`src/rtl/cam_byte_packer.sv`:
```
// OV5640 byte packer: registers the camera bus, pairs bytes into RGB565 words tagged {sof, eol},
// and drops whole lines at prog_full. `define CAM_TEST_PATTERN_EN replaces pixel data with x index.
module cam_byte_packer #(
    parameter int PIX_W     = 16,
    parameter int VSYNC_POL = 1,
    parameter int CNT_W     = 16
) (
    input  logic               clk,
    input  logic               rst_n,
    input  logic               cam_vsync,
    input  logic               cam_href,
    input  logic [7:0]         cam_data,
    output logic [PIX_W+1:0]   fifo_din,
    output logic               fifo_wr_en,
    input  logic               fifo_full,
    input  logic               fifo_prog_full,
    output logic [CNT_W-1:0]   frame_cnt,
    output logic [CNT_W-1:0]   line_drop_cnt,
    output logic               pix_ovf,
    output logic               odd_err
);
    typedef enum logic [2:0] {IDLE, WAIT_LINE, BYTE_HI, BYTE_LO, DROP} state_t;

    // Input stage: every decision below uses these sampled copies
    logic             cam_vsync_q, cam_href_q;
    logic [7:0]       cam_data_q;
    logic             vs_act_prev_q, href_prev_q;
    state_t           state_q, state_d;
    logic [7:0]       hi_q, hi_d;
    logic [PIX_W-1:0] pend_q, pend_d;
    logic             pend_v_q, pend_v_d;
    logic             sof_pend_q, sof_pend_d;
    logic             wr_en_q, wr_en_d;
    logic [PIX_W+1:0] din_q, din_d;
    logic [CNT_W-1:0] frame_cnt_q, frame_cnt_d;
    logic [CNT_W-1:0] drop_cnt_q, drop_cnt_d;
    logic             pix_ovf_q, pix_ovf_d;
    logic             odd_err_q, odd_err_d;

    logic             vs_act, frame_start, href_rise;
    logic [PIX_W-1:0] pixel_new;

    assign vs_act      = (VSYNC_POL != 0) ? cam_vsync_q : ~cam_vsync_q;
    assign frame_start = vs_act & ~vs_act_prev_q;
    assign href_rise   = cam_href_q & ~href_prev_q;

`ifdef CAM_TEST_PATTERN_EN
    logic [PIX_W-1:0] x_q, x_d;

    always_comb begin
        x_d = x_q;
        if (!frame_start) begin
            if (state_q == WAIT_LINE && href_rise)
                x_d = '0;
            else if (state_q == BYTE_LO && cam_href_q)
                x_d = x_q + PIX_W'(1);
        end
    end

    always_ff @(posedge clk or negedge rst_n) begin
        if (!rst_n) x_q <= '0;
        else        x_q <= x_d;
    end

    assign pixel_new = x_q;
`else
    assign pixel_new = {hi_q, cam_data_q};
`endif

    always_comb begin
        state_d     = state_q;
        hi_d        = hi_q;
        pend_d      = pend_q;
        pend_v_d    = pend_v_q;
        sof_pend_d  = sof_pend_q;
        wr_en_d     = 1'b0;
        din_d       = din_q;
        frame_cnt_d = frame_cnt_q;
        drop_cnt_d  = drop_cnt_q;
        pix_ovf_d   = pix_ovf_q;
        odd_err_d   = odd_err_q;

        if (frame_start) begin
            // Any partial line is abandoned without a write and counted as dropped
            if (state_q == BYTE_HI || state_q == BYTE_LO) begin
                if (~&drop_cnt_q) drop_cnt_d = drop_cnt_q + CNT_W'(1);
            end
            frame_cnt_d = frame_cnt_q + CNT_W'(1);
            sof_pend_d  = 1'b1;
            pix_ovf_d   = 1'b0;
            odd_err_d   = 1'b0;
            pend_v_d    = 1'b0;
            state_d     = WAIT_LINE;
        end else begin
            if (wr_en_q && fifo_full) pix_ovf_d = 1'b1;
            case (state_q)
                WAIT_LINE: if (href_rise) begin
                    if (fifo_prog_full) begin
                        if (~&drop_cnt_q) drop_cnt_d = drop_cnt_q + CNT_W'(1);
                        state_d = DROP;
                    end else begin
                        hi_d    = cam_data_q;
                        state_d = BYTE_LO;
                    end
                end
                BYTE_LO: begin
                    if (cam_href_q) begin
                        if (pend_v_q) begin
                            wr_en_d = 1'b1;
                            din_d   = {sof_pend_q, 1'b0, pend_q};
                        end
                        pend_d   = pixel_new;
                        pend_v_d = 1'b1;
                        state_d  = BYTE_HI;
                    end else begin
                        odd_err_d = 1'b1;
                        if (pend_v_q) begin
                            wr_en_d = 1'b1;
                            din_d   = {sof_pend_q, 1'b1, pend_q};
                        end
                        pend_v_d = 1'b0;
                        state_d  = WAIT_LINE;
                    end
                end
                BYTE_HI: begin
                    if (cam_href_q) begin
                        hi_d    = cam_data_q;
                        state_d = BYTE_LO;
                    end else begin
                        if (pend_v_q) begin
                            wr_en_d = 1'b1;
                            din_d   = {sof_pend_q, 1'b1, pend_q};
                        end
                        pend_v_d = 1'b0;
                        state_d  = WAIT_LINE;
                    end
                end
                DROP: if (!cam_href_q) state_d = WAIT_LINE;
                default: ;
            endcase
            if (wr_en_d) sof_pend_d = 1'b0;
        end
    end

    always_ff @(posedge clk or negedge rst_n) begin
        if (!rst_n) begin
            cam_vsync_q   <= 1'b0;
            cam_href_q    <= 1'b0;
            cam_data_q    <= '0;
            vs_act_prev_q <= 1'b0;
            href_prev_q   <= 1'b0;
            state_q       <= IDLE;
            hi_q          <= '0;
            pend_q        <= '0;
            pend_v_q      <= 1'b0;
            sof_pend_q    <= 1'b0;
            wr_en_q       <= 1'b0;
            din_q         <= '0;
            frame_cnt_q   <= '0;
            drop_cnt_q    <= '0;
            pix_ovf_q     <= 1'b0;
            odd_err_q     <= 1'b0;
        end else begin
            cam_vsync_q   <= cam_vsync;
            cam_href_q    <= cam_href;
            cam_data_q    <= cam_data;
            vs_act_prev_q <= vs_act;
            href_prev_q   <= cam_href_q;
            state_q       <= state_d;
            hi_q          <= hi_d;
            pend_q        <= pend_d;
            pend_v_q      <= pend_v_d;
            sof_pend_q    <= sof_pend_d;
            wr_en_q       <= wr_en_d;
            din_q         <= din_d;
            frame_cnt_q   <= frame_cnt_d;
            drop_cnt_q    <= drop_cnt_d;
            pix_ovf_q     <= pix_ovf_d;
            odd_err_q     <= odd_err_d;
        end
    end

    assign fifo_din      = din_q;
    assign fifo_wr_en    = wr_en_q;
    assign frame_cnt     = frame_cnt_q;
    assign line_drop_cnt = drop_cnt_q;
    assign pix_ovf       = pix_ovf_q;
    assign odd_err       = odd_err_q;
endmodule

```
`config.mk`:
```
export PLATFORM = sky130hd
export DESIGN_NAME = cam_byte_packer
export DESIGN_NICKNAME = d
export VERILOG_FILES = /design/src/rtl/cam_byte_packer.sv
export SDC_FILE = /design/constraint.sdc
export NUM_CORES = 1
export LEC_CHECK = 0
export BUFFER_PORTS_ARGS = -buffer_cell sky130_fd_sc_hd__buf_4
export CORE_ASPECT_RATIO = 1.5
export CORE_UTILIZATION = 53
export CTS_BUF_LIST = sky130_fd_sc_hd__clkbuf_8
export CTS_CLUSTER_DIAMETER = 60
export DETAILED_ROUTE_END_ITERATION = 8
export PLACE_DENSITY_LB_ADDON = 0.15
export SLEW_MARGIN = 5
export SYNTH_ARGS = -nofsm -noshare
export SYNTH_HDL_FRONTEND = slang
export SYNTH_SLANG_ARGS = --single-unit
```
`constraint.sdc`:
```
create_clock -name clk -period 2 [get_ports clk]
set_input_delay 0.1 -clock clk [delete_from_list [all_inputs] [get_ports clk]]
set_output_delay 0.1 -clock clk [all_outputs]
set_load 0.01 [all_outputs]
```
After elaboration in Yosys (flattened, before gate mapping):

Index checks and enable logic that the tools add are counted.

* mux-type cells: 38
* reductions and logical operators: 20
* equal/unequal tests: 14
* bitwise operators: 5
* $add $sub $neg: 2

Operators by type and width (number)
* $mux W16: 6
* $mux W18: 4
* $pmux W18 S2: 1
* $add A16 B1 Y16 const B: 2
* $mux W8: 3
* $pmux W8 S2: 1
* $reduce_and A16 Y1: 1
* $reduce_bool A2 Y1: 8
* $mux W1: 14
* $mux W3: 4
* $ne A3 B3 Y1 const B: 4
* $pmux W3 S4: 1
* $ne A2 B2 Y1 const B: 4
* $reduce_and A4 Y1: 2
* $eq A3 B2 Y1 const B: 2
* $reduce_and A3 Y1: 2
* $reduce_and A5 Y1: 1
* $reduce_bool A5 Y1: 1
* $mux W2: 2
* $ne A2 B1 Y1 const B: 2
* $pmux W1 S2: 2
* $reduce_and A2 Y1: 2
* $eq A3 B1 Y1 const B: 1
* $eq A3 B3 Y1 const B: 1
* 5 further kinds: 8

* word-level logic and storage cells: 95
* input port bits: 14
* register bits after elaboration: 94
* output and inout bits: 53

Logic depth before layout (Yosys ltp):

Gate-level depths: netlist of run 1.

* word-level depth: 6
* depth in mapped cells: 6
* depth with buffers taken out: 5

Worst setup path before layout of run 1:

Ideal clock, no wire load.

* kind: reg-to-reg
* start point: register drop_cnt_q[0], in the netlist line_drop_cnt[0]
* end point: register drop_cnt_q[1], in the netlist line_drop_cnt[1]
* stages on the path, launching flop included: 7
* required time: 1.875 ns
* arrival: 1.727 ns
* setup slack: 0.149 ns
* path buffers: 1
* period minus slack after synthesis: 1.851 ns
* library setup time: 0.125 ns
* cells stage by stage: dfrtp_1 -> ha_1 -> and4_1 -> and4bb_2 -> buf_6 -> nor2_1 -> mux2_2

* longest elaborated chain between the ends: 6
* elaborated cells on any way between the ends: 8
* those cells by class: 1 x add/sub; 6 x mux; 1 x reduce/logical

Ends and longest elaborated chain
* from (decl): line 36 `logic [CNT_W-1:0] drop_cnt_q, drop_cnt_d;`
* from (signal assigned): line 177 `drop_cnt_q <= drop_cnt_d;`
* $add A16 B1 Y16 / $reduce_and A16 Y1 (equally long branches): line 86, 99
* $mux W16 *: line 86, 99
* $mux W16: line 98 `if (fifo_prog_full) begin`
* $mux W16: line 97 `WAIT_LINE: if (href_rise) begin`
* $mux W16: line 96 `case (state_q)`
* $mux W16 *: line 83 `if (frame_start) begin`

Mark *: on every way between the ends. The rest lies on a longest branch, timed or not. The select of a mux whose other input is x is not followed.
A chain may end at the register's enable or synchronous reset.

Worst setup path after layout of run 1:

Same ends and word-level chain as after synthesis.

==> results of run 1 <==
==> stage by stage <==
step                      power [mW]  worst slack (ps)  hold slack (ps)  utilization  std cells
after floorplan                 3.47               149             -196            -        287
after global placement          3.97               191              106        0.638        456
after detailed placement        4.02               128              110        0.638        456
after CTS                       5.29               111             30.6        0.682        484
after global routing            5.53              34.9             48.2        0.682        484
final                           5.21               114             43.6        0.682        484
==> power by group <==
| group | leakage [nW] | internal, mW | switching (mW) | total (mW) |
|---|---|---|---|---|
| clock | 0.105 | 0.581 | 0.649 | 1.23 |
| combinational | 1.04 | 0.754 | 0.542 | 1.30 |
| sequential | 1.21 | 2.37 | 0.314 | 2.69 |
| total | 2.36 | 3.71 | 1.50 | 5.21 |
==> cells by family (layout without fill, tap and decap cells) <==
family,count (synthesis),in the layout
compound gates,20,20
xor+xnor,29,29
fa+ha+maj,2,2
mux,44,44
flops,94,94
buf+inv,14,111
simple gates,84,84
==> state kept, by name, summed over array words and instances (netlist names) <==
name           count
frame_cnt         16
hi_q               8
pend_q            16
vs_act_prev_q      1
fifo_din          18
cam_vsync_q        1
line_drop_cnt     16
pend_v_q           1
cam_href_q         1
fifo_wr_en         1
odd_err            1
pix_ovf            1
state_q            3
href_prev_q        1
cam_data_q         8
sof_pend_q         1
==> routing by layer <==
layer / up-vias / wire, um
li1: 1201 / -
met1: 1213 / 2920
met2: 56 / 3440
met3: 13 / 218
met4: 0 / 170
met5: - / 0
==> worst paths after layout <==
path	cells after the start	from	to	slack [ps]
max	5	line_drop_cnt[0]	line_drop_cnt[1]	110
min reg2reg	1	frame_cnt[15]	frame_cnt[15]	480
min in group asynchronous	2	rst_n	line_drop_cnt[10]	250
min	3	fifo_prog_full	state_q[2]	40
max reg2reg	5	line_drop_cnt[0]	line_drop_cnt[1]	110
max in group asynchronous	3	rst_n	fifo_din[8]	1110
==> worst max-delay path, cell delays in order (launching register included) <==
cell      delay [ps]
dfrtp_1          430
ha_1             230
and4_1           260
and4bb_2         310
nor2_1           180
mux2_2           360
==> layout make-up <==
| cell class | count | area, um^2 |
|---|---|---|
| clock buffer | 9 | 124 |
| clock inverter | 7 | 73.8 |
| fill | 557 | 2280 |
| inverter | 5 | 18.8 |
| multi-input combinational | 179 | 1470 |
| sequential | 94 | 2350 |
| tap | 100 | 125 |
| timing repair buffer | 90 | 731 |
==> timing repair <==
action	4_1_cts	5_1_grt
endpoints found under the setup margin	0	0
endpoints found under the hold margin	50	0
hold buffers	12	0
==> layout by cell type (no fill, tap or decap), types with 2 or more instances in the layout <==
cell type and n:
dfrtp_1 94, buf_4 76, mux2_2 44, nand2_1 19
xnor2_1 15, xor2_1 14, nand3_1 12, dlygate4sd3_1 12
nor3_1 9, clkbuf_8 9, nand4_1 8, a21oi_1 8
inv_1 6, nor2_1 6, o21ai_0 5, nor2b_1 3
nand2b_1 3, and4bb_2 3, and4_1 3, nor4_4 3
clkinv_4 3, and3_1 2, nor4_1 2, ha_1 2
buf_12 2
==> results_dict.tcl, run 1 <==
set metrics [dict create \
    status "completed" \
    rows 38 \
    synth_fp_nets 303 \
    synthMuxAreaShare 0.126 \
    critPathKind "flop to flop" \
    cts_buffer_depth 2 \
    async_flop_share 1.00 \
    cts_buffers 9 \
    synth_top_family_by_area "simple AND/OR/NAND/NOR gates" \
    grt_usage 0.191 \
    fin_skew_ps 10.7 \
    worstPathRequired_ps 2250 \
    clock_sinks 94 \
    synth_most_common_cell "dfrtp_1" \
    grt-busiest-layer "met2" \
    crit_path_end_kind "flop" \
    htreeDepth 3 \
    cts_tree "yes" \
    synth_xor_area_frac 0.0648 \
    synth.cell_area_um2 3920 \
    peakVddDrop_mv 0.654 \
    hpwl_um 4650 \
    finalMaxSlewViolations 0 \
    synth_edf_count 0 \
    synthTopCellsByArea "dfrtp_1 60%, mux2_2 13%, xnor2_1 3.3%" \
    start_util 0.546 \
    yosysUniqueCellTypes 41 \
    antenna_found_initial 0 \
    hold_viol_final 0 \
    drive_gt1_frac 0.396 \
    tightest_slew_ps 539 \
    worst_setup_path_start_kind "flop" \
    synthSimpleGateAreaFrac 0.141 \
    first_pass_iters 4 \
    io_pins 67 \
    fmax_ghz 0.530 \
    leakage_nw 2.36 \
    hp-class "input pin to flop" \
    final_nets 395 \
    die_w_um 72.2 \
    coreArea_um2 7180 \
    final_cell_area_um2 4890 \
    area_delta_synth_final_pct 24.8 \
    synthFlopType "dfrtp_1" \
    ys_ff_latch 94 \
    setup_violations 0 \
    wirelength_um 6750 \
    synth_compound_area_frac 0.0360 \
    cts_setup_buffers 0 \
    rsz0062_at_grt "no" \
    cp_max_fo 8 \
    routed_via_density 5.13 \
    crit_arrival_ps 2130 \
    wl_per_cell_um 14.0 \
    synth.avg_cell_area_um2 13.7 \
    grt.met3_usage 0.0262 \
    use_met2 0.321 \
    power.density_nw_per_um2 1060 \
    synth_commonest_cells "94 x dfrtp_1, 44 x mux2_2, 19 x nand2_1" \
    max-cap-violations 0 \
    vias 2483 \
    cts_resized 0 \
    diodes 0 \
    syn-instance-count 287 \
    timing.setup.tns_ps 0 \
    slew_headroom 0.637 \
    synth_fa_ha_area_frac 0.00638 \
    cts-root-buf "clkbuf_8" \
    drt_iter0_markers 89 \
    fin_crit_ps 1890 \
    die_h_um 107 \
    yosys.area.top_type "dfrtp_1" \
    clock_latency_ps 370 \
    die_area_um2 7760 \
    placed_area_um2 4580 \
    drc 0 \
    first_global_vias 2402 \
    grt_overflow 0 \
    period_share 0.943 \
    seq_area_frac_synth 0.600 \
    path_clk_slew_ps 90 \
    grt_pass1_wl_um 11200 \
    yosys_warnings 0 \
    ant_nets 0 \
    synth_top_area_share 0.600 \
    grt_start_max_net_pins 56 \
    io_buffers 66 \
    routabilityCongestion 0.806 \
    use_met1 0.231 \
]
Power figures use the tool's default switching activity.
==> run 2: changes to the inputs <==
clock period = 1.95 ns   (was 2 ns; I/O delays follow)
==> run 2 against run 1 <==
  * Die area is the same
  * Critical path depth is the same
  * Via count up 1.2%
  * Flip-flop and latch count unchanged
  * Routed wire length grew 0.41%
  * Critical endpoint unchanged
  * Worst hold slack worse by 3.4 ps
  * Largest cell class unchanged
  * Clock power decreased by 9.8%
  * Register-to-register slack hardly changed
==> results_dict.tcl, run 2 (synthesis gave the netlist of run 1 again) <==
set metrics [dict create \
    clock_sinks 94 \
    drt_iter0_markers 93 \
    wl_per_cell_um 13.9 \
    path_clk_slew_ps 80 \
    peakVddDrop_mv 0.598 \
    finalMaxSlewViolations 0 \
    io_pins 67 \
    first_pass_iters 4 \
    period_share 0.944 \
    timing.setup.tns_ps 0 \
    status "completed" \
    placed_area_um2 4600 \
    final_nets 398 \
    use_met2 0.309 \
    coreArea_um2 7180 \
    wirelength_um 6780 \
    start_util 0.546 \
    cp_max_fo 8 \
    grt_pass1_wl_um 11000 \
    leakage_nw 2.36 \
    diodes 0 \
    slew_headroom 0.645 \
    antenna_found_initial 0 \
    final_common_cell "dfrtp_1" \
    power.density_nw_per_um2 1070 \
    rsz0062_at_grt "no" \
    drc 0 \
    totalPowerFinal_mw 5.21 \
    cts_buffer_depth 2 \
    numPlacedInstances 459 \
    grt-busiest-layer "met2" \
    die_area_um2 7760 \
    rows 38 \
    r2r-start "line_drop_cnt[0]" \
    grt_usage 0.190 \
    cp_slowest_cell "dfrtp_1" \
    routabilityCongestion 0.816 \
    io_buffers 66 \
    hpwl_um 4710 \
    rr_worst_depth 5 \
    layout_common_cells "94 x dfrtp_1, 79 x buf_4, 44 x mux2_2" \
    htreeDepth 3 \
    crit_start "line_drop_cnt[0]" \
    hp-class "input pin to flop" \
    drive_gt1_frac 0.401 \
    cp_cell_sequence "ha_1 -> and4_1 -> and4bb_2 -> nor2_2 -> mux2_2" \
    grt_start_max_net_pins 43 \
    cts-root-buf "clkbuf_8" \
    routed_via_density 5.16 \
    worstPathRequired_ps 2200 \
    clock_latency_ps 360 \
    ant_nets 0 \
    area_delta_synth_final_pct 24.7 \
    vias 2512 \
    final_cells 487 \
    setup_violations 0 \
    fin_crit_ps 1840 \
    fin_skew_ps 7.14 \
    hold_viol_final 0 \
    cts_buffers 9 \
    endpoint "line_drop_cnt[1]" \
    slowest_delay_ps 430 \
    die_h_um 107 \
    crit_path_end_kind "flop" \
    use_met1 0.228 \
    grt_overflow 0 \
    tightest_slew_ps 533 \
    final_cell_area_um2 4890 \
    worst_setup_path_start_kind "flop" \
    die_w_um 72.2 \
    first_global_vias 2395 \
    cts_tree "yes" \
    grt.met3_usage 0.0506 \
    crit_arrival_ps 2090 \
    rrSetupSlack_ps 110 \
    largest_reg_flops 18 \
    timing.rr.end "line_drop_cnt[1]" \
    max-cap-violations 0 \
    critPathKind "flop to flop" \
    fmax_ghz 0.543 \
]
## run 2: cell count changes in the layout (fill, tap and decap cells not counted), sizes merged
cell / change
clkinv: +1
buf: +3
bufinv: -1
## run 2: cell type report
class / instances / area (um^2)
Timing Repair Buffer: 93 / 753
Clock inverter: 7 / 43.8
Multi-Input combinational cell: 179 / 1470
Sequential cell: 94 / 2350
Inverter: 5 / 18.8
Tap cell: 100 / 125
Clock buffer: 9 / 124
Fill cell: 573 / 2290
## run 2: routing by layer
layer	vias up	part of all wire
met3	8	0.039
met5	-	0
met1	1245	0.42
li1	1200	-
met2	59	0.52
met4	0	0.017
## run 2: worst min-delay path by stage
stage / startpoint / endpoint / slack, ps / cells past startpoint
floorplan: rst_n / cam_data_q[0] / -200 / 0
global placement: rst_n / frame_cnt[2] / 120 / 1
detailed placement: rst_n / frame_cnt[2] / 120 / 1
CTS: fifo_prog_full / state_q[2] / 20 / 3
global route: fifo_prog_full / state_q[2] / 40 / 3
finish: fifo_prog_full / state_q[2] / 40 / 3
## run 2: repair_timing
item	CTS	global route
buffers inserted	0	0
hold buffers	12	0
gates resized for setup	0	1
endpoints found under the setup margin	0	1
endpoints found under the hold margin	51	0
## run 2: metrics by stage
stage,utilization,hold WS (ps),setup slack [ps]
2_1_floorplan,-,-198,98.8
3_3_place_gp,0.641,116,146
3_5_place_dp,0.641,116,82.2
4_1_cts,0.681,18.6,65.1
5_1_grt,0.681,36.0,39.1
6_report,0.681,40.2,109
## run 2: power breakdown
group / internal, mW / total (mW) / switching (mW)
logic: 0.779 / 1.34 / 0.557
registers: 2.43 / 2.76 / 0.329
clock network: 0.456 / 1.11 / 0.657
total: 3.67 / 5.21 / 1.54
## run 2: worst max-delay path, delay by kind of cell (launching register included)
kind | cells | cell delay (ps)
muxes | 1 | 350
DFF | 1 | 430
adders and majority gates | 1 | 240
and+or+nand+nor | 3 | 710
